$ cat src/rtl/motion_qualifier.sv
// PIR motion qualifier: synchroniser, debounce, dropout hold and optional post-release blanking.
// Blanking is compiled in when MOTION_QUAL_BLANK_EN is defined.
module motion_qualifier #(
   parameter int unsigned SYNC_STAGES     = 2,
   parameter int unsigned DEBOUNCE_CYCLES = 16,
   parameter int unsigned HOLD_CYCLES     = 1000,
   parameter int unsigned BLANK_CYCLES    = 64
) (
   input  logic        clk,
   input  logic        reset,
   input  logic        sensor_raw_i,
   input  logic        enable_i,
   output logic        motion_o,
   output logic        motion_rise_o,
   output logic [15:0] event_count_o
);

   localparam int unsigned MaxDh  = (DEBOUNCE_CYCLES > HOLD_CYCLES) ? DEBOUNCE_CYCLES : HOLD_CYCLES;
   localparam int unsigned MaxCnt = (MaxDh > BLANK_CYCLES) ? MaxDh : BLANK_CYCLES;
   localparam int unsigned CntW   = $clog2(MaxCnt + 1);

   localparam logic [CntW-1:0] DebCnt  = CntW'(DEBOUNCE_CYCLES);
   localparam logic [CntW-1:0] HoldCnt = CntW'(HOLD_CYCLES);
   localparam logic [CntW-1:0] OneCnt  = CntW'(1);
`ifdef MOTION_QUAL_BLANK_EN
   localparam logic [CntW-1:0] BlankCnt = CntW'(BLANK_CYCLES);
`endif

   typedef enum logic [2:0] {
      StIdle,
      StQualify,
      StActive,
`ifdef MOTION_QUAL_BLANK_EN
      StHold,
      StBlank
`else
      StHold
`endif
   } state_e;

`ifdef MOTION_QUAL_BLANK_EN
   localparam state_e RelState = StBlank;
`else
   localparam state_e RelState = StIdle;
`endif

   logic [SYNC_STAGES-1:0] sync_q;
   logic                   s;
   state_e                 state_q;
   logic [CntW-1:0]        cnt_q;
   logic [CntW-1:0]        cnt_inc;
   logic                   motion_q;
   logic                   rise_q;
   logic [15:0]            event_q;
   logic [15:0]            event_inc;

   // Plain flop chain; s is sensor_raw_i delayed SYNC_STAGES edges.
   always_ff @(posedge clk or posedge reset) begin
      if (reset) begin
         sync_q <= '0;
      end else begin
         sync_q <= {sync_q[SYNC_STAGES-2:0], sensor_raw_i};
      end
   end

   assign s         = sync_q[SYNC_STAGES-1];
   assign cnt_inc   = cnt_q + OneCnt;
   assign event_inc = (event_q == 16'hFFFF) ? event_q : event_q + 16'd1;

   always_ff @(posedge clk or posedge reset) begin
      if (reset) begin
         state_q  <= StIdle;
         cnt_q    <= '0;
         motion_q <= 1'b0;
         rise_q   <= 1'b0;
         event_q  <= '0;
      end else begin
         rise_q <= 1'b0;
         if (!enable_i) begin
            state_q  <= StIdle;
            cnt_q    <= '0;
            motion_q <= 1'b0;
         end else begin
            case (state_q)
               StIdle: begin
                  if (s) begin
                     if (DEBOUNCE_CYCLES == 1) begin
                        state_q  <= StActive;
                        cnt_q    <= '0;
                        motion_q <= 1'b1;
                        rise_q   <= 1'b1;
                        event_q  <= event_inc;
                     end else begin
                        state_q <= StQualify;
                        cnt_q   <= OneCnt;
                     end
                  end
               end
               StQualify: begin
                  if (!s) begin
                     state_q <= StIdle;
                     cnt_q   <= '0;
                  end else if (cnt_inc == DebCnt) begin
                     state_q  <= StActive;
                     cnt_q    <= '0;
                     motion_q <= 1'b1;
                     rise_q   <= 1'b1;
                     event_q  <= event_inc;
                  end else begin
                     cnt_q <= cnt_inc;
                  end
               end
               StActive: begin
                  if (!s) begin
                     if (HOLD_CYCLES == 1) begin
                        state_q  <= RelState;
                        cnt_q    <= '0;
                        motion_q <= 1'b0;
                     end else begin
                        state_q <= StHold;
                        cnt_q   <= OneCnt;
                     end
                  end
               end
               StHold: begin
                  // A return to high is a retrigger, not a new qualification.
                  if (s) begin
                     state_q <= StActive;
                     cnt_q   <= '0;
                  end else if (cnt_inc == HoldCnt) begin
                     state_q  <= RelState;
                     cnt_q    <= '0;
                     motion_q <= 1'b0;
                  end else begin
                     cnt_q <= cnt_inc;
                  end
               end
`ifdef MOTION_QUAL_BLANK_EN
               StBlank: begin
                  if (cnt_inc == BlankCnt) begin
                     state_q <= StIdle;
                     cnt_q   <= '0;
                  end else begin
                     cnt_q <= cnt_inc;
                  end
               end
`endif
               default: begin
                  state_q  <= StIdle;
                  cnt_q    <= '0;
                  motion_q <= 1'b0;
               end
            endcase
         end
      end
   end

   assign motion_o      = motion_q;
   assign motion_rise_o = rise_q;
   assign event_count_o = event_q;

   a_rise_single : assert property (@(posedge clk) disable iff (reset)
      motion_rise_o |=> !motion_rise_o);
   a_rise_motion : assert property (@(posedge clk) disable iff (reset)
      motion_rise_o |-> motion_o);

endmodule

$ cat config.mk
export PLATFORM = sky130hd
export DESIGN_NAME = motion_qualifier
export DESIGN_NICKNAME = d
export VERILOG_FILES = /design/src/rtl/motion_qualifier.sv
export SDC_FILE = /design/constraint.sdc
export NUM_CORES = 1
export LEC_CHECK = 0
export CORE_UTILIZATION = 45
export DETAILED_ROUTE_END_ITERATION = 6
export MAX_ROUTING_LAYER = met4
export PLACE_DENSITY = 0.66
export SLEW_MARGIN = 20
export SYNTH_ARGS = -nofsm -noshare
export SYNTH_HDL_FRONTEND = slang
export SYNTH_SLANG_ARGS = --single-unit
$ cat constraint.sdc
create_clock -name clk -period 6.5 [get_ports clk]
set_input_delay 0.65 -clock clk [delete_from_list [all_inputs] [get_ports clk]]
set_output_delay 0.65 -clock clk [all_outputs]
set_load 0.05 [all_outputs]
# Word level (Yosys, flattened, before mapping)
# Index checks and enable logic that the tools add are counted.
[totals] ff_bits=33 latchBits=0 ram_bits=0 romBits=0 word_cells=56 mem_count=0
[classes] addsub=2 multipliers=0 div_mod_pow=0 magnitude_cmp=0 eq_ne=15 shifts=0 n_mux=26 n_bitwise=1 n_reduce_logical=6
[op_table] cell="$mux 10" n=7
[op_table] cell="$pmux 10 s4" n=1
[op_table] cell="$mux 3" n=7
[op_table] cell="$ne 3x3->1 const B" n=6
[op_table] cell="$add 16x1->16 const B" n=1
[op_table] cell="$eq 16x16->1 const B" n=1
[op_table] cell="$pmux 3 s4" n=1
[op_table] cell="$add 10x1->10 const B" n=1
[op_table] cell="$eq 10x10->1 const B" n=1
[op_table] cell="$eq 10x5->1 const B" n=1
[op_table] cell="$reduce_and 5->1" n=2
[op_table] cell="$mux 1" n=9
[op_table] cell="$ne 4x4->1 const B" n=2
[op_table] cell="$eq 3x2->1 const B" n=2
[op_table] cell="$reduce_and 4->1" n=1
[op_table] cell="$eq 3x1->1 const B" n=1
[op_table] cell="$logic_not 3->1" n=1
[op_table] cell="$pmux 1 s3" n=1
[op_table] cell="$ne 2x2->1 const B" n=1
[op_table] cell="$reduce_and 2->1" n=1
[op_table] cell="$reduce_or 2->1" n=1
[op_table] cell="$not 1->1" n=1

# Depth between registers and ports, before layout
# Gate-level depths: netlist of the first run.
[depth] ltp_word=6 depth_mapped=9 ltp_nobuf=7

# Worst setup path before layout of the first run
# No wires, ideal clock.
[synth_timing] path_kind="register to register" startpoint="register cnt_q[0]" endpoint="register event_q[1], in the netlist event_count_o[1]" setup_ps=125 arrival_time_ps=2213 path_slack_ps=4162 path_stages_with_launch=9 period_less_slack_ps=2338 cell_sequence="dfrtp_1 > ha_1 > and2_4 > buf_6 > xnor2_2 > a31oi_2 > nor4_4 > and2_4 > mux2_4"
[synth_via] elab_chain_cells=3
[synth_rtl] item="start: declaration" line_no="50" source="logic [CntW-1:0] cnt_q;"
[synth_rtl] item="start signal: assignment" line_no="95" source="cnt_q <= OneCnt;"
[synth_rtl] item="start signal: assignment" line_no="110" source="cnt_q <= cnt_inc;"
[synth_rtl] item="start signal: assignment" line_no="121" source="cnt_q <= OneCnt;"
[synth_rtl] item="$add 10x1->10" line_no="67" source="assign cnt_inc = cnt_q + OneCnt;"
[synth_rtl] item="$eq 10x5->1" line_no="103" source="end else if (cnt_inc == DebCnt) begin"
[synth_rtl] item="$reduce_and 5->1 (no source line)"
[synth_rtl] item="end signal: assignment" line_no="92" source="event_q <= event_inc;"
[synth_rtl] item="end signal: assignment" line_no="108" source="event_q <= event_inc;"
[synth_rtl] item="end: declaration" line_no="54" source="logic [15:0] event_q;"
# Every way passes these cells.
# A chain may end at the register's enable or synchronous reset.

# Worst setup path in the final report of the first run
# Same ends and word-level chain as after synthesis.

==> results.txt, run 1 <==
----------------------------------------------------
[Run status]
  Outcome ... complete, no violations

[STA]
  Worst hold slack ... 0.3491 ns
  Minimum clock period after layout ... roughly 2.9 ns
  Final worst path period share ... 0.4489
  Worst Max-Slew Pin Slew ... 0.9866 ns
  Setup repair after global routing missed its margin ... false
  Max-slew violation count ... 0
  Count of final hold-check violations ... 0
  Clock skew after layout ... just over 0.007 ns
  Tightest slew margin relative to the limit ... 0.3373
  Total of endpoints with negative setup slack in the final report ... 0
  Setup_tns ... 0 ns
  Maximum clock frequency ... 342.7 MHz

[Pwr]
  Clock group share of total power ... 0.392
  Net Sw Power ... 0.00008694 W
  Static leakage power ... just under 0.9 nW
  Logic gate share of total power ... 0.046
  Sequential cell fraction of total power ... 0.562
  Cell internal pwr ... 0.0002804 W
  Switching portion of total power ... 0.2367
  Power density over the cells ... roughly 160 nW/um^2
  Maximum resistive drop on vdd ... 126.7 uV

[Finish]
  Register area ... 800.8 um^2
  Commonest non-fill, non-tap cell in the layout ... sky130_fd_sc_hd__dfrtp_1
  Count of nets after finishing ... approximately 210
  Filler Cell Count ... slightly below 400
  Final cell count without fillers ... between 200 and 300
  Final standard cell area without fillers ... around 2300 um^2
  Highest-count cells in the layout ignoring fill and taps ... 32 x sky130_fd_sc_hd__dfrtp_1, 21 x sky130_fd_sc_hd__clkdlybuf4s50_1, 14 x sky130_fd_sc_hd__xnor2_1
  Area of combinational cells with multiple inputs ... around 1100 um^2
  Share of post-route cells with drive strength above 1 ... 0.1724
  Antenna Cells ... 0
  Layout overhead on the synthesized area ... 11.88%

[Setup path]
  Number of cells on the critical path ... 7
  Critical path buffer and inverter count ... 0
  Worst reg2reg path depth ... 7
  Crit path capture type ... flop
  Data arrival at the endpoint of the critical path ... 3.08 ns
  Most common cell type on the critical path ... sky130_fd_sc_hd__and2_4
  Cell family with most CP delay ... simple AND/OR/NAND/NOR gates
  CP Launch Point ... cnt_q[0]$_DFFE_PP0P_
  CP Cell Sequence ... ha_1, and2_4, xnor2_2, a31oi_2, nor4_4, and2_4, mux2_4
  Required arrival time at the worst endpoint ... 6.66 ns
  Kind of critical path ... flop to flop
  FF-to-FF Start ... cnt_q[0]$_DFFE_PP0P_
  Worst-path maximum fanout ... 17
  CP Launch Type ... flop
  Highest-delay cell along the critical path ... sky130_fd_sc_hd__nor4_4
  Delay contributed by the slowest stage of the critical path ... ~0.90 ns

[Yosys]
  Leading post-synthesis cells by cell area ... sky130_fd_sc_hd__dfrtp_1 39%, sky130_fd_sc_hd__xnor2_1 6.0%, sky130_fd_sc_hd__buf_6 2.8%
  Async S/R FF share, synth ... 1.000
  Synthesized area per cell ... approximately 11 um^2
  Synthesized area ... around 2000 um^2
  Register area share after synthesis ... 0.3941
  Number of unique standard cell types used by synthesis ... 58
  Flip-flop and latch count after synthesis ... 32
  Cells after synthesis ... 185
  Flip-flop cell with the highest count after synthesis ... sky130_fd_sc_hd__dfrtp_1
  Cell accounting for the most synthesized area ... sky130_fd_sc_hd__dfrtp_1
  Yosys synthesis warning count ... 0
  Number of enable flip-flop cells after synthesis ... 0
  Mapped Nets ... 191
  Top-area cell type share of the netlist area ... 0.3941

[Route]
  Count of TritonRoute iterations in the first routing pass ... 4
  DR DRC count ... 0
  Wire length after detailed routing ... ~4.1 mm
  Detail-routed via count per cell ... ~5.9
  Routed WL per cell ... 16.23 um
  Total via count in the routed design ... roughly 1500
  Antenna violation net count after detailed routing ... 0
  1st-iter DRT viols ... 46

[Clock network]
  Hold_buf cts ... 0
  Clock H-tree levels ... 2
  Number of buffers inserted to repair setup after CTS ... 0
  Number of instances resized during post-cts repair ... 0
  Clock tree sinks ... 32
  Maximum clock insertion buffer count ... 2
  Root cell of the clock tree ... sky130_fd_sc_hd__clkbuf_8
  TritonCTS clock tree ... yes
  Reg clk slew, reported paths ... ~0.070 ns
  Num CTS Buffers ... 5
  Clock latency of the later-clocked register in the worst-skew pair ... between 0.2 and 0.3 ns

[Place]
  Placed instance count ... between 200 and 250
  Port bufs ... 21
  Half-perimeter wire length of the detailed placement result ... a little under 3 mm
  Routability Congestion ... ~0.83
  Area after detailed placement ... 2196 um^2

[Global routing]
  Vias in the first global route ... ~1500
  Maximum number of pins on one net before global-route repair ... 27
  Wire length of the first global-routing pass ... around 7.1 mm
  Combined global-route utilization of all metal layers ... 0.1906
  Total gr overflow ... 0
  Initial antenna violation count ... 0

[Hold path]
  Worst Hold Path Cells ... 0
  Path class of the lowest-slack min-delay path ... flop to flop
  Worst min-delay path startpoint ... sync_q[0]$_DFF_PP0_

[Floorplan]
  Core footprint ... about 4400 um^2
  DIE HEIGHT ... just under 70 um
  Total Die Area ... 4788 um^2
  # rows ... 24
  Initial Utilization ... 0.4667
  Die extent in x ... 69.20 um
  I/O pin total ... 22

[Run]
  Number of violations of the max-capacitance limit ... 0

----------------------------------------------------
## path summary, 6_finish.rpt
check                                                     to  slack [ns]
worst max-delay path            event_count_o[1]$_DFFE_PP0P_        3.58
worst min-delay path                     sync_q[1]$_DFF_PP0_        0.35
max in group asynchronous               cnt_q[9]$_DFFE_PP0P_        5.29
worst max register to register  event_count_o[1]$_DFFE_PP0P_        3.58
min in group asynchronous             state_q[0]$_DFFE_PP0P_        0.59
worst min register to register           sync_q[1]$_DFF_PP0_        0.35
## layer usage
layer  track usage  wire length, um
met5             -                0
met4       0.07483               54
met3       0.04651              165
met2        0.3064             2084
met1        0.2311             1834
## power by group through the flow
stage	clock [W]	sequential (W)	combinational, W
2_1_floorplan	0	0.000208	0.0000179
3_3_place_gp	0	0.000210	0.0000165
3_5_place_dp	0	0.000210	0.0000173
4_1_cts	0.000148	0.000206	0.0000174
5_1_grt	0.000158	0.000207	0.0000192
6_report	0.000144	0.000206	0.0000170
## flip-flops by register name (all words and copies together), names as in the netlist
| register | cells |
|---|---|
| state_q | 2 |
| motion_o | 1 |
| motion_rise_o | 1 |
| sync_q | 2 |
| event_count_o | 16 |
| cnt_q | 10 |
## Yosys cell counts, types with 2 or more instances
master / number
sky130_fd_sc_hd__nand3_2: 5
sky130_fd_sc_hd__nor4_4: 2
sky130_fd_sc_hd__nand4_1: 8
sky130_fd_sc_hd__buf_6: 5
sky130_fd_sc_hd__nor2b_1: 2
sky130_fd_sc_hd__xor2_1: 2
sky130_fd_sc_hd__and3_4: 2
sky130_fd_sc_hd__o21ai_1: 2
sky130_fd_sc_hd__dfrtp_1: 32
sky130_fd_sc_hd__a31oi_2: 2
sky130_fd_sc_hd__and3_1: 7
sky130_fd_sc_hd__a211oi_1: 4
sky130_fd_sc_hd__nor2_1: 9
sky130_fd_sc_hd__o21ai_0: 2
sky130_fd_sc_hd__nor3b_1: 2
sky130_fd_sc_hd__inv_1: 4
sky130_fd_sc_hd__xnor2_1: 14
sky130_fd_sc_hd__nand2b_1: 5
sky130_fd_sc_hd__clkbuf_1: 3
sky130_fd_sc_hd__ha_1: 2
sky130_fd_sc_hd__o31ai_1: 2
sky130_fd_sc_hd__nand3_1: 8
sky130_fd_sc_hd__a221o_1: 4
sky130_fd_sc_hd__a2bb2oi_1: 2
sky130_fd_sc_hd__nand4b_1: 3
sky130_fd_sc_hd__nand2_1: 9
sky130_fd_sc_hd__and2_2: 2
sky130_fd_sc_hd__and2_1: 3
sky130_fd_sc_hd__and2_4: 2
sky130_fd_sc_hd__a21oi_1: 4
sky130_fd_sc_hd__a21o_1: 3
sky130_fd_sc_hd__nor3_1: 3
## metrics by stage
stage	worst slack (ns)	power (W)	util
finish	3.582	0.0003674	0.5221
global placement	3.461	0.0002262	0.5043
CTS	3.577	0.0003720	0.5221
global route	3.380	0.0003844	0.5221
detailed placement	3.430	0.0002274	0.5043
floorplan	4.162	0.0002260	-
## area by class of cell
| type | instances | area share |
|---|---|---|
| multi-input combinational | 137 | 0.4794 |
| sequential | 32 | 0.3522 |
| timing repair buffer | 23 | 0.09906 |
| clock buffer | 6 | 0.03192 |
| tap | 52 | 0.02862 |
| inverter | 4 | 0.006604 |
| clock inverter | 1 | 0.002201 |
## cells by family (layout without fill, tap and decap cells)
group           after synthesis  count (layout)  synth area share
compound gates               37              37            0.1613
flops                        32              32            0.3941
mux                           1               1          0.007387
simple gates                 79              79            0.2703
fa+ha+maj                     2               2           0.01231
buf+inv                      16              34           0.06957
xor+xnor                     18              18           0.08498
(Power assumes the default switching activity.)
==> run 2: changes to the inputs <==
clock period = 3 ns   (was 6.5 ns; I/O delays follow)
==> run 2 against run 1 <==
Combinational power grew 120%; critical path depth is the same; worst setup slack lost 3.0 ns; total power grew 120%; sequential cell count is the same; via count shrank 0.53%; die area is the same; final cell count grew 0.39%; critical path type unchanged; sequential share of layout area shrank 0.12 points.
==> results.txt, run 2 (synthesis results as in run 1) <==
----------------------------------------------------
[Pwr]
  Tot Pwr ... 0.0007937 W (was 0.0003674 W)
  Static leakage power ... 0.9006 nW (was 0.8952 nW)
  Power density over the cells ... 348.0 nW/um^2 (was 161.6 nW/um^2)
  Maximum resistive drop on vdd ... 198.6 uV (was 126.7 uV)

[Floorplan]
  Core footprint ... 4354 um^2 (unchanged)
  I/O pin total ... 22 (unchanged)
  Initial Utilization ... 0.4667 (unchanged)
  Total Die Area ... 4788 um^2 (unchanged)
  Die extent in x ... 69.20 um (unchanged)
  # rows ... 24 (unchanged)
  DIE HEIGHT ... 69.20 um (unchanged)

[Route]
  Met1 routed wirelength after detailed routing ... 1.812 mm (was 1.834 mm)
  Detail-routed via count per cell ... 5.859 (was 5.914)
  Total met2 wirelength after detailed routing ... 1.952 mm (was 2.084 mm)
  Total via count in the routed design ... 1500 (was 1508)
  Met3 routed wirelength ... 162 um (was 165 um)
  Antenna violation net count after detailed routing ... 0 (unchanged)
  Count of TritonRoute iterations in the first routing pass ... 4 (unchanged)
  1st-iter DRT viols ... 112 (was 46)
  Topmost layer with routed signal wires ... met4 (unchanged)
  Wire length after detailed routing ... 3.987 mm (was 4.138 mm)
  DR DRC count ... 0 (unchanged)
  Routed WL per cell ... 15.57 um (was 16.23 um)

[STA]
  Worst Max-Slew Pin Slew ... 0.7151 ns (was 0.9866 ns)
  Maximum clock frequency ... 413.2 MHz (was 342.7 MHz)
  Final worst path period share ... 0.8067 (was 0.4489)
  Minimum clock period after layout ... 2.420 ns (was 2.918 ns)
  Tightest slew margin relative to the limit ... 0.5193 (was 0.3373)
  Setup_tns ... 0 ns (unchanged)
  Max-slew violation count ... 0 (unchanged)
  Worst hold slack ... 0.3612 ns (was 0.3491 ns)
  Clock skew after layout ... 0.005756 ns (was 0.007132 ns)
  Total of endpoints with negative setup slack in the final report ... 0 (unchanged)
  Setup repair after global routing missed its margin ... false (unchanged)
  Count of final hold-check violations ... 0 (unchanged)

[Global routing]
  Combined global-route utilization of all metal layers ... 0.1921 (was 0.1906)
  Wire length of the first global-routing pass ... 7.176 mm (was 7.134 mm)
  Maximum number of pins on one net before global-route repair ... 33 (was 27)
  Initial antenna violation count ... 0 (unchanged)
  Vias in the first global route ... 1510 (was 1504)
  Total gr overflow ... 0 (unchanged)

[Finish]
  Count of nets after finishing ... 210 (was 209)
  Antenna Cells ... 0 (unchanged)
  Area of combinational cells with multiple inputs ... 1090 um^2 (unchanged)
  Final standard cell area without fillers ... 2281 um^2 (was 2273 um^2)
  Final cell count without fillers ... 256 (was 255)
  Commonest non-fill, non-tap cell in the layout ... sky130_fd_sc_hd__dfrtp_1 (unchanged)
  Register area ... 800.8 um^2 (unchanged)
  Filler Cell Count ... 374 (was 397)
  Max reg flops ... 16 (unchanged)
  Share of post-route cells with drive strength above 1 ... 0.1765 (was 0.1724)
  Highest-count cells in the layout ignoring fill and taps ... 32 x sky130_fd_sc_hd__dfrtp_1, 21 x sky130_fd_sc_hd__clkdlybuf4s50_1, 14 x sky130_fd_sc_hd__xnor2_1 (unchanged)
  Layout overhead on the synthesized area ... 12.25% (was 11.88%)

[Clock network]
  Maximum clock insertion buffer count ... 2 (unchanged)
  Number of buffers inserted to repair setup after CTS ... 0 (unchanged)
  Clock latency of the later-clocked register in the worst-skew pair ... 0.28 ns (about the same)
  Clock tree sinks ... 32 (unchanged)
  Root cell of the clock tree ... sky130_fd_sc_hd__clkbuf_8 (unchanged)
  Hold_buf cts ... 0 (unchanged)
  TritonCTS clock tree ... yes (unchanged)
  Num CTS Buffers ... 5 (unchanged)
  Number of instances resized during post-cts repair ... 0 (unchanged)
  Reg clk slew, reported paths ... 0.07 ns (about the same)
  Clock H-tree levels ... 2 (unchanged)

[Setup path]
  Worst-path maximum fanout ... 9 (was 17)
  Required arrival time at the worst endpoint ... 3.17 ns (was 6.66 ns)
  Worst reg2reg path depth ... 7 (unchanged)
  Data arrival at the endpoint of the critical path ... 2.59 ns (was 3.08 ns)
  CP Launch Type ... flop (unchanged)
  Register-to-register path setup slack ... 0.58 ns (was 3.58 ns)
  Crit path capture type ... flop (unchanged)
  Kind of critical path ... flop to flop (unchanged)

[Hold path]
  Path class of the lowest-slack min-delay path ... flop to flop (unchanged)
  Worst Hold Path Cells ... 0 (unchanged)

[Place]
  Half-perimeter wire length of the detailed placement result ... 2.821 mm (was 2.933 mm)
  Routability Congestion ... 0.9196 (was 0.8336)
  Area after detailed placement ... 2203 um^2 (was 2196 um^2)
  Placed instance count ... 249 (was 248)
  Port bufs ... 21 (unchanged)

[Run]
  Number of violations of the max-capacitance limit ... 0 (unchanged)

[Run status]
  Outcome ... complete, no violations (unchanged)

----------------------------------------------------
==> run 2: cell types whose count changed in the layout (fill, tap and decap cells not counted) <==
cell	change
sky130_fd_sc_hd__buf_4	+1
==> run 2: stage by stage <==
| step | setup slack (ns) | util |
|---|---|---|
| 2_1_floorplan | 0.6616 | - |
| 3_3_place_gp | 0.6988 | 0.5060 |
| 3_5_place_dp | 0.6231 | 0.5060 |
| 4_1_cts | 0.6086 | 0.5239 |
| 5_1_grt | 0.4159 | 0.5239 |
| 6_report | 0.5798 | 0.5239 |
==> run 2: final timing paths <==
kind,endpoint,from
worst max register to register,cnt_q[2]$_DFFE_PP0P_,cnt_q[0]$_DFFE_PP0P_
max in group asynchronous,event_count_o[10]$_DFFE_PP0P_,reset
worst min-delay path,sync_q[1]$_DFF_PP0_,sync_q[0]$_DFF_PP0_
worst min register to register,sync_q[1]$_DFF_PP0_,sync_q[0]$_DFF_PP0_
min in group asynchronous,event_count_o[2]$_DFFE_PP0P_,reset
worst max-delay path,cnt_q[2]$_DFFE_PP0P_,cnt_q[0]$_DFFE_PP0P_
==> run 2: where the power goes <==
group          internal [W]  switching, W
clock network      0.000157      0.000152
registers          0.000437     0.0000103
logic             0.0000130     0.0000237
==> run 2: final cells by class <==
| type | instances | share of cell area |
|---|---|---|
| clock buffer | 6 | 0.03182 |
| clock inverter | 1 | 0.002194 |
| multi-input combinational | 137 | 0.4778 |
| sequential | 32 | 0.3511 |
| timing repair buffer | 24 | 0.1020 |
| inverter | 4 | 0.006583 |
| tap | 52 | 0.02852 |
==> run 2: worst max-delay path, stage by stage (launching register included) <==
cell                        delay (ns)
sky130_fd_sc_hd__dfrtp_1          0.47
sky130_fd_sc_hd__ha_1             0.30
sky130_fd_sc_hd__and2_4           0.21
sky130_fd_sc_hd__o31ai_1          0.24
sky130_fd_sc_hd__a2bb2oi_1        0.15
sky130_fd_sc_hd__o2111ai_2        0.42
sky130_fd_sc_hd__nand2_2          0.17
sky130_fd_sc_hd__a221o_1          0.35
==> run 2: metal layers <==
layer,GRT usage,vias up
li1,-,723
met1,0.2471,737
met2,0.2967,33
met3,0.04506,7
met4,0.07029,0
met5,-,-
==> RTL change 1 (flow settings as in run 1) <==
Add a define of `MOTION_QUAL_BLANK_EN`.
--- a/src/rtl/motion_qualifier.sv
+++ b/src/rtl/motion_qualifier.sv
@@ -1,4 +1,6 @@
 // PIR motion qualifier: synchroniser, debounce, dropout hold and optional post-release blanking.
 // Blanking is compiled in when MOTION_QUAL_BLANK_EN is defined.
+`define MOTION_QUAL_BLANK_EN
+
 module motion_qualifier #(
    parameter int unsigned SYNC_STAGES     = 2,
Check against the original RTL: same outputs for any inputs over 10 cycles, from zero or initial values and one cycle with reset high; that may be too few to reach the edited logic, so the function may still have changed.
==> RTL change 1 against run 1 <==
Sequential share of layout area is 2.2 points lower. Global-route usage is 2.5 points higher. Cell area is 10% higher. Non-clock buffer count stayed put. Synthesized area is 7.4% higher. Worst setup slack better by 0.15 ns. Routed wire length is 17% higher. Synthesized cell count is 30% higher. Utilization is 3.3 points higher. Cell count is 21% higher. Sequential cell count is 1 higher. Critical path depth stayed put.
Power is not compared: it rests on default switching activity, and its combinational part moved more than twofold at a synthesized area within 25%.
==> RTL change 1: results (changes against run 1) <==
* Critical Path AT at 2.93 ns (-0.15 ns)
* Slowest CP cell: dfrtp_1
* Filler cells at 435 (+9.6%)
* Outcome: finished clean
* Worst reg2reg path endpoint: cnt_q[3]
* NumNets Final at 262 (+25%)
* Compound-gate portion of the synthesized area at 19.3% (+3.2 points)
* Largest net degree at the start of global routing at 34 (+26%)
* First-pass GRT wire length at 8.45 mm (+18%)
* Longest Clk Path Bufs at 2 (unchanged)
* DR iter-0 viols at 100 (+120%)
* CP Max Fanout at 10 (-7)
* Reg clk slew, reported paths at 0.07 ns (about the same)
* Via Count at 1,835 (+22%)
* Hold path startpoint: sync_q[0]
* Worst path top cell family by delay: compound AO/OA/AOI/OAI gates
* Syn_nets at 247 (+29%)
* Slew HR at 63.0% (+29 points)
* CP max stage delay at 0.53 ns (-0.37 ns)
* GRT Util Overall at 21.5% (+2.5 points)
* Fin Hold WS at 0.349 ns (+0.000102 ns)
* DP Worst Slack at 3.64 ns (+0.215 ns)
* Clk_skew at 0.00704 ns (-0.0000925 ns)
* Pre-Repair DR Iteration Count at 4 (unchanged)
* Adder and majority gate portion of the synthesized area at 1.15% (-0.085 points)
* Hold Path Cell Cnt at 0 (unchanged)
* Unique masters post-synth at 57 (-1.7%)
* Most instantiated cells after synthesis: dfrtp_1, nand2_1, xor2_1
* DP HPWL at 3.29 mm (+12%)
* RD Place Congestion at 0.869 (+4.2%)
* Mux cell area share after synthesis at 1.55% (+0.81 points)
* WL/cell at 15.7 µm (-3.5%)
* Area contributors post-synth: dfrtp_1, xor2_1, nand2_1, nand3_1, nor3_1
* Worst R2R Setup Slack at 3.73 ns (+0.15 ns)
* Post-synthesis sequential area ratio at 37.8% (-1.6 points)
* Number of global-route vias before repair at 1,692 (+13%)
RTL change 1: changes by cell type in the layout (fill, tap and decap cells not counted), sizes merged, moves of 5 or more:
cell	change
nor3	+12
inv	+5
nor2	+5
nand2	+19
xor2	+12
o21ai	+8
o211ai	+5
and2	-5
xnor2	-12
RTL change 1: through the flow:
stage	area (µm²)	cells
after floorplan	2180	241
after global placement	2380	301
after detailed placement	2380	301
after CTS	2500	309
after global routing	2500	309
final	2500	309
RTL change 1: worst max path at each step:
stage	to	slack, ns	cells after the start
2_1_floorplan	cnt_q[2]	4.24	8
3_3_place_gp	event_count_o[13]	3.75	6
3_5_place_dp	event_count_o[13]	3.64	6
4_1_cts	event_count_o[13]	3.73	7
5_1_grt	cnt_q[6]	3.51	7
6_report	cnt_q[3]	3.73	7
RTL change 1: routing by layer:
| metal | up-vias | global-route usage (%) | part of all wire, % |
|---|---|---|---|
| li1 | 910 | - | - |
| met1 | 879 | 30.9 | 50 |
| met2 | 41 | 31.8 | 45 |
| met3 | 5 | 3.38 | 4.1 |
| met4 | 0 | 5.66 | 0.81 |
| met5 | - | - | 0 |
RTL change 1: cell type report:
cell class	instances	area [µm²]	share of cell area, %
clock inverters	1	30.0	1.20
well taps	52	65.1	2.60
inverters	9	33.8	1.35
repair buffers	23	225	9.00
flip-flops and latches	33	826	33.0
clock buffers	7	86.3	3.45
multi-input cells	184	1230	49.4
RTL change 1: power groups by stage:
stage / clock, W / combinational, W / sequential, W
after floorplan: 0 / 0.0000352 / 0.000218
after global placement: 0 / 0.0000438 / 0.000223
after detailed placement: 0 / 0.0000440 / 0.000224
after CTS: 0.000207 / 0.0000448 / 0.000220
after global routing: 0.000214 / 0.0000500 / 0.000222
final: 0.000202 / 0.0000446 / 0.000220
RTL change 1: cell families (layout without fill, tap and decap cells):
logic type,count (synthesis),count (layout)
adders and majority gates,2,2
AOI/OAI and AO/OA,53,53
muxes,3,3
buffers and inverters,24,40
and+or+nand+nor,108,108
xor gates and xnor gates,18,18
DFF,33,33
RTL change 1: worst reg2reg max path: cells and delay by family, from the launching register on:
kind	cells	cell delay [ns]
AOI/OAI and AO/OA	4	1.46
DFF	1	0.53
adders and majority gates	1	0.43
and+or+nand+nor	2	0.24
==> RTL change 2 (config.mk and constraints of run 1) <==
Made on the original files. Make the reset (`reset`) synchronous in 2 clocked blocks.
--- a/src/rtl/motion_qualifier.sv
+++ b/src/rtl/motion_qualifier.sv
@@ -56,5 +56,5 @@
 
    // Plain flop chain; s is sensor_raw_i delayed SYNC_STAGES edges.
-   always_ff @(posedge clk or posedge reset) begin
+   always_ff @(posedge clk) begin
       if (reset) begin
          sync_q <= '0;
@@ -68,5 +68,5 @@
    assign event_inc = (event_q == 16'hFFFF) ? event_q : event_q + 16'd1;
 
-   always_ff @(posedge clk or posedge reset) begin
+   always_ff @(posedge clk) begin
       if (reset) begin
          state_q  <= StIdle;
Function: same outputs for any inputs over 10 cycles, from zero or initial values and one cycle with reset high; that may be too few to reach the edited logic, so the function may still have changed.
==> RTL change 2 against run 1 <==
Hold slack gained 0.086 ns. Cell area shrank 5.6%. Synthesized area shrank 9.1%. Non-clock buffer count shrank 1. Total power grew 8.4%. Worst setup slack gained 0.18 ns. Sequential cell count is the same. Routed wire length shrank 10%.
==> RTL change 2: results (changes against run 1) <==
* Pre-Repair DR Iteration Count at 4 (unchanged)
* Syn_nets at 228 (+19%)
* IO buf count at 21 (unchanged)
* Area contributors post-synth: dfxtp_1, xnor2_1, nor2_1, nand2_1, nand3_1
* Final WL at 3.71 mm (-10%)
* CP max stage delay at 0.46 ns (-0.44 ns)
* Post-synthesis sequential area ratio at 34.7% (-4.7 points)
* Reg2Reg Launch Point: cnt_q[1]
* Critical Path AT at 2.89 ns (-0.19 ns)
* Longest Clk Path Bufs at 2 (unchanged)
* Number of global-route vias before repair at 1,436 (-4.5%)
* Clk_lat worst skew at 0.28 ns (about the same)
* DP Worst Slack at 3.80 ns (+0.373 ns)
* NetSw at 0.0000839 W (-3.5%)
* GRT Util Overall at 19.3% (+0.29 points)
* Outcome: finished clean
* Slew @ Worst Pin at 0.836 ns (-0.151 ns)
* CTS H-tree lvls at 2 (unchanged)
* Root Buffer: clkbuf_8
* DR iter-0 viols at 141 (+210%)
* Filler cells at 341 (-14%)
* Slowest CP cell: nor4_1
* Largest net degree at the start of global routing at 21 (-22%)
* Hold Crit Class: flop to flop
* Reg clk slew, reported paths at 0.07 ns (about the same)
* Layout cells sized above 1 at 8.02% (-9.2 points)
* Fin Hold WS at 0.435 ns (+0.0858 ns)
* NumNets Final at 242 (+16%)
* Worst reg2reg path endpoint: event_count_o[11]
* Hold EP: sync_q[1]
* Max reg flops at 16 (unchanged)
* Post-CTS sizing at 0 (unchanged)
* Asr flop ratio synth at 0% (-100 points)
* First-pass GRT wire length at 6.30 mm (-12%)
* LEAKAGE at 0.627 nW (-30%)
* Initial antenna violation count at 0 (unchanged)
* R2R depth at 8 (+1)
* Total CTS buffers at 5 (unchanged)
* Via Count at 1,591 (+5.5%)
* Clk_skew at 0.00529 ns (-0.00184 ns)
* Unique masters post-synth at 49 (-16%)
* DP HPWL at 2.48 mm (-16%)
* Hold path startpoint: sync_q[0]
* CP Max Fanout at 16 (-1)
* Hold Path Cell Cnt at 1 (+1)
* RD Place Congestion at 0.810 (-2.9%)
* Most instantiated cells after synthesis: dfxtp_1, nor2_1, nand2_1
* Peak VDD IR at 0.0000927 V (-27%)
* Total setup buffers inserted after CTS at 0 (unchanged)
* Synth warnings at 0 (unchanged)
* N_diodes at 0 (unchanged)
-- RTL change 2: cell families after synthesis --
kind of cell	synth area share [%]
buf+inv	5.28
flops	34.7
compound gates	14.6
simple gates	35.4
xor+xnor	7.59
fa+ha+maj	1.35
mux	1.08
-- RTL change 2: how the worst max path moves through the flow --
stage	start	endpoint	slack, ns	cells after the start
CTS	cnt_q[0]	event_count_o[11]	3.77	8
global placement	cnt_q[0]	event_count_o[9]	3.86	8
finish	cnt_q[1]	event_count_o[11]	3.76	8
detailed placement	cnt_q[1]	event_count_o[11]	3.80	8
global route	cnt_q[1]	event_count_o[9]	3.55	8
floorplan	event_count_o[6]	event_count_o[1]	4.03	8
-- RTL change 2: per-stage QoR --
step | cells | util, % | area, µm²
after floorplan | 222 | - | 1850
after global placement | 277 | 53.7 | 2040
after detailed placement | 277 | 53.7 | 2040
after CTS | 285 | 56.5 | 2150
after global routing | 285 | 56.5 | 2150
final | 285 | 56.5 | 2150
-- RTL change 2: power by group through the flow --
stage	Clock, W	Combinational [W]	Sequential (W)
after floorplan	0	0.00000834	0.000202
after global placement	0	0.0000117	0.000203
after detailed placement	0	0.0000116	0.000203
after CTS	0.000194	0.0000117	0.000198
after global routing	0.000202	0.0000130	0.000198
final	0.000189	0.0000116	0.000198
-- RTL change 2: per-layer routing --
layer / GRT usage (%) / vias up / wire, µm
li1: - / 825 / -
met1: 23.6 / 727 / 1820
met2: 30.2 / 30 / 1660
met3: 4.48 / 9 / 150
met4: 8.78 / 0 / 72
met5: - / - / 0
-- RTL change 2: final cells by class --
cell class,count,area share (%)
clock buffers,6,3.38
clock inverters,2,1.63
inverters,3,0.525
multi-input cells,172,51.7
flip-flops and latches,32,29.9
well taps,48,2.80
repair buffers,22,10.1
-- RTL change 2: critical path: cells and delay by family, from the launching register on --
kind            cells  cell delay (ns)
compound gates      1             0.35
flops               1             0.42
xor+xnor            1             0.17
fa+ha+maj           1             0.21
simple gates        5             1.46
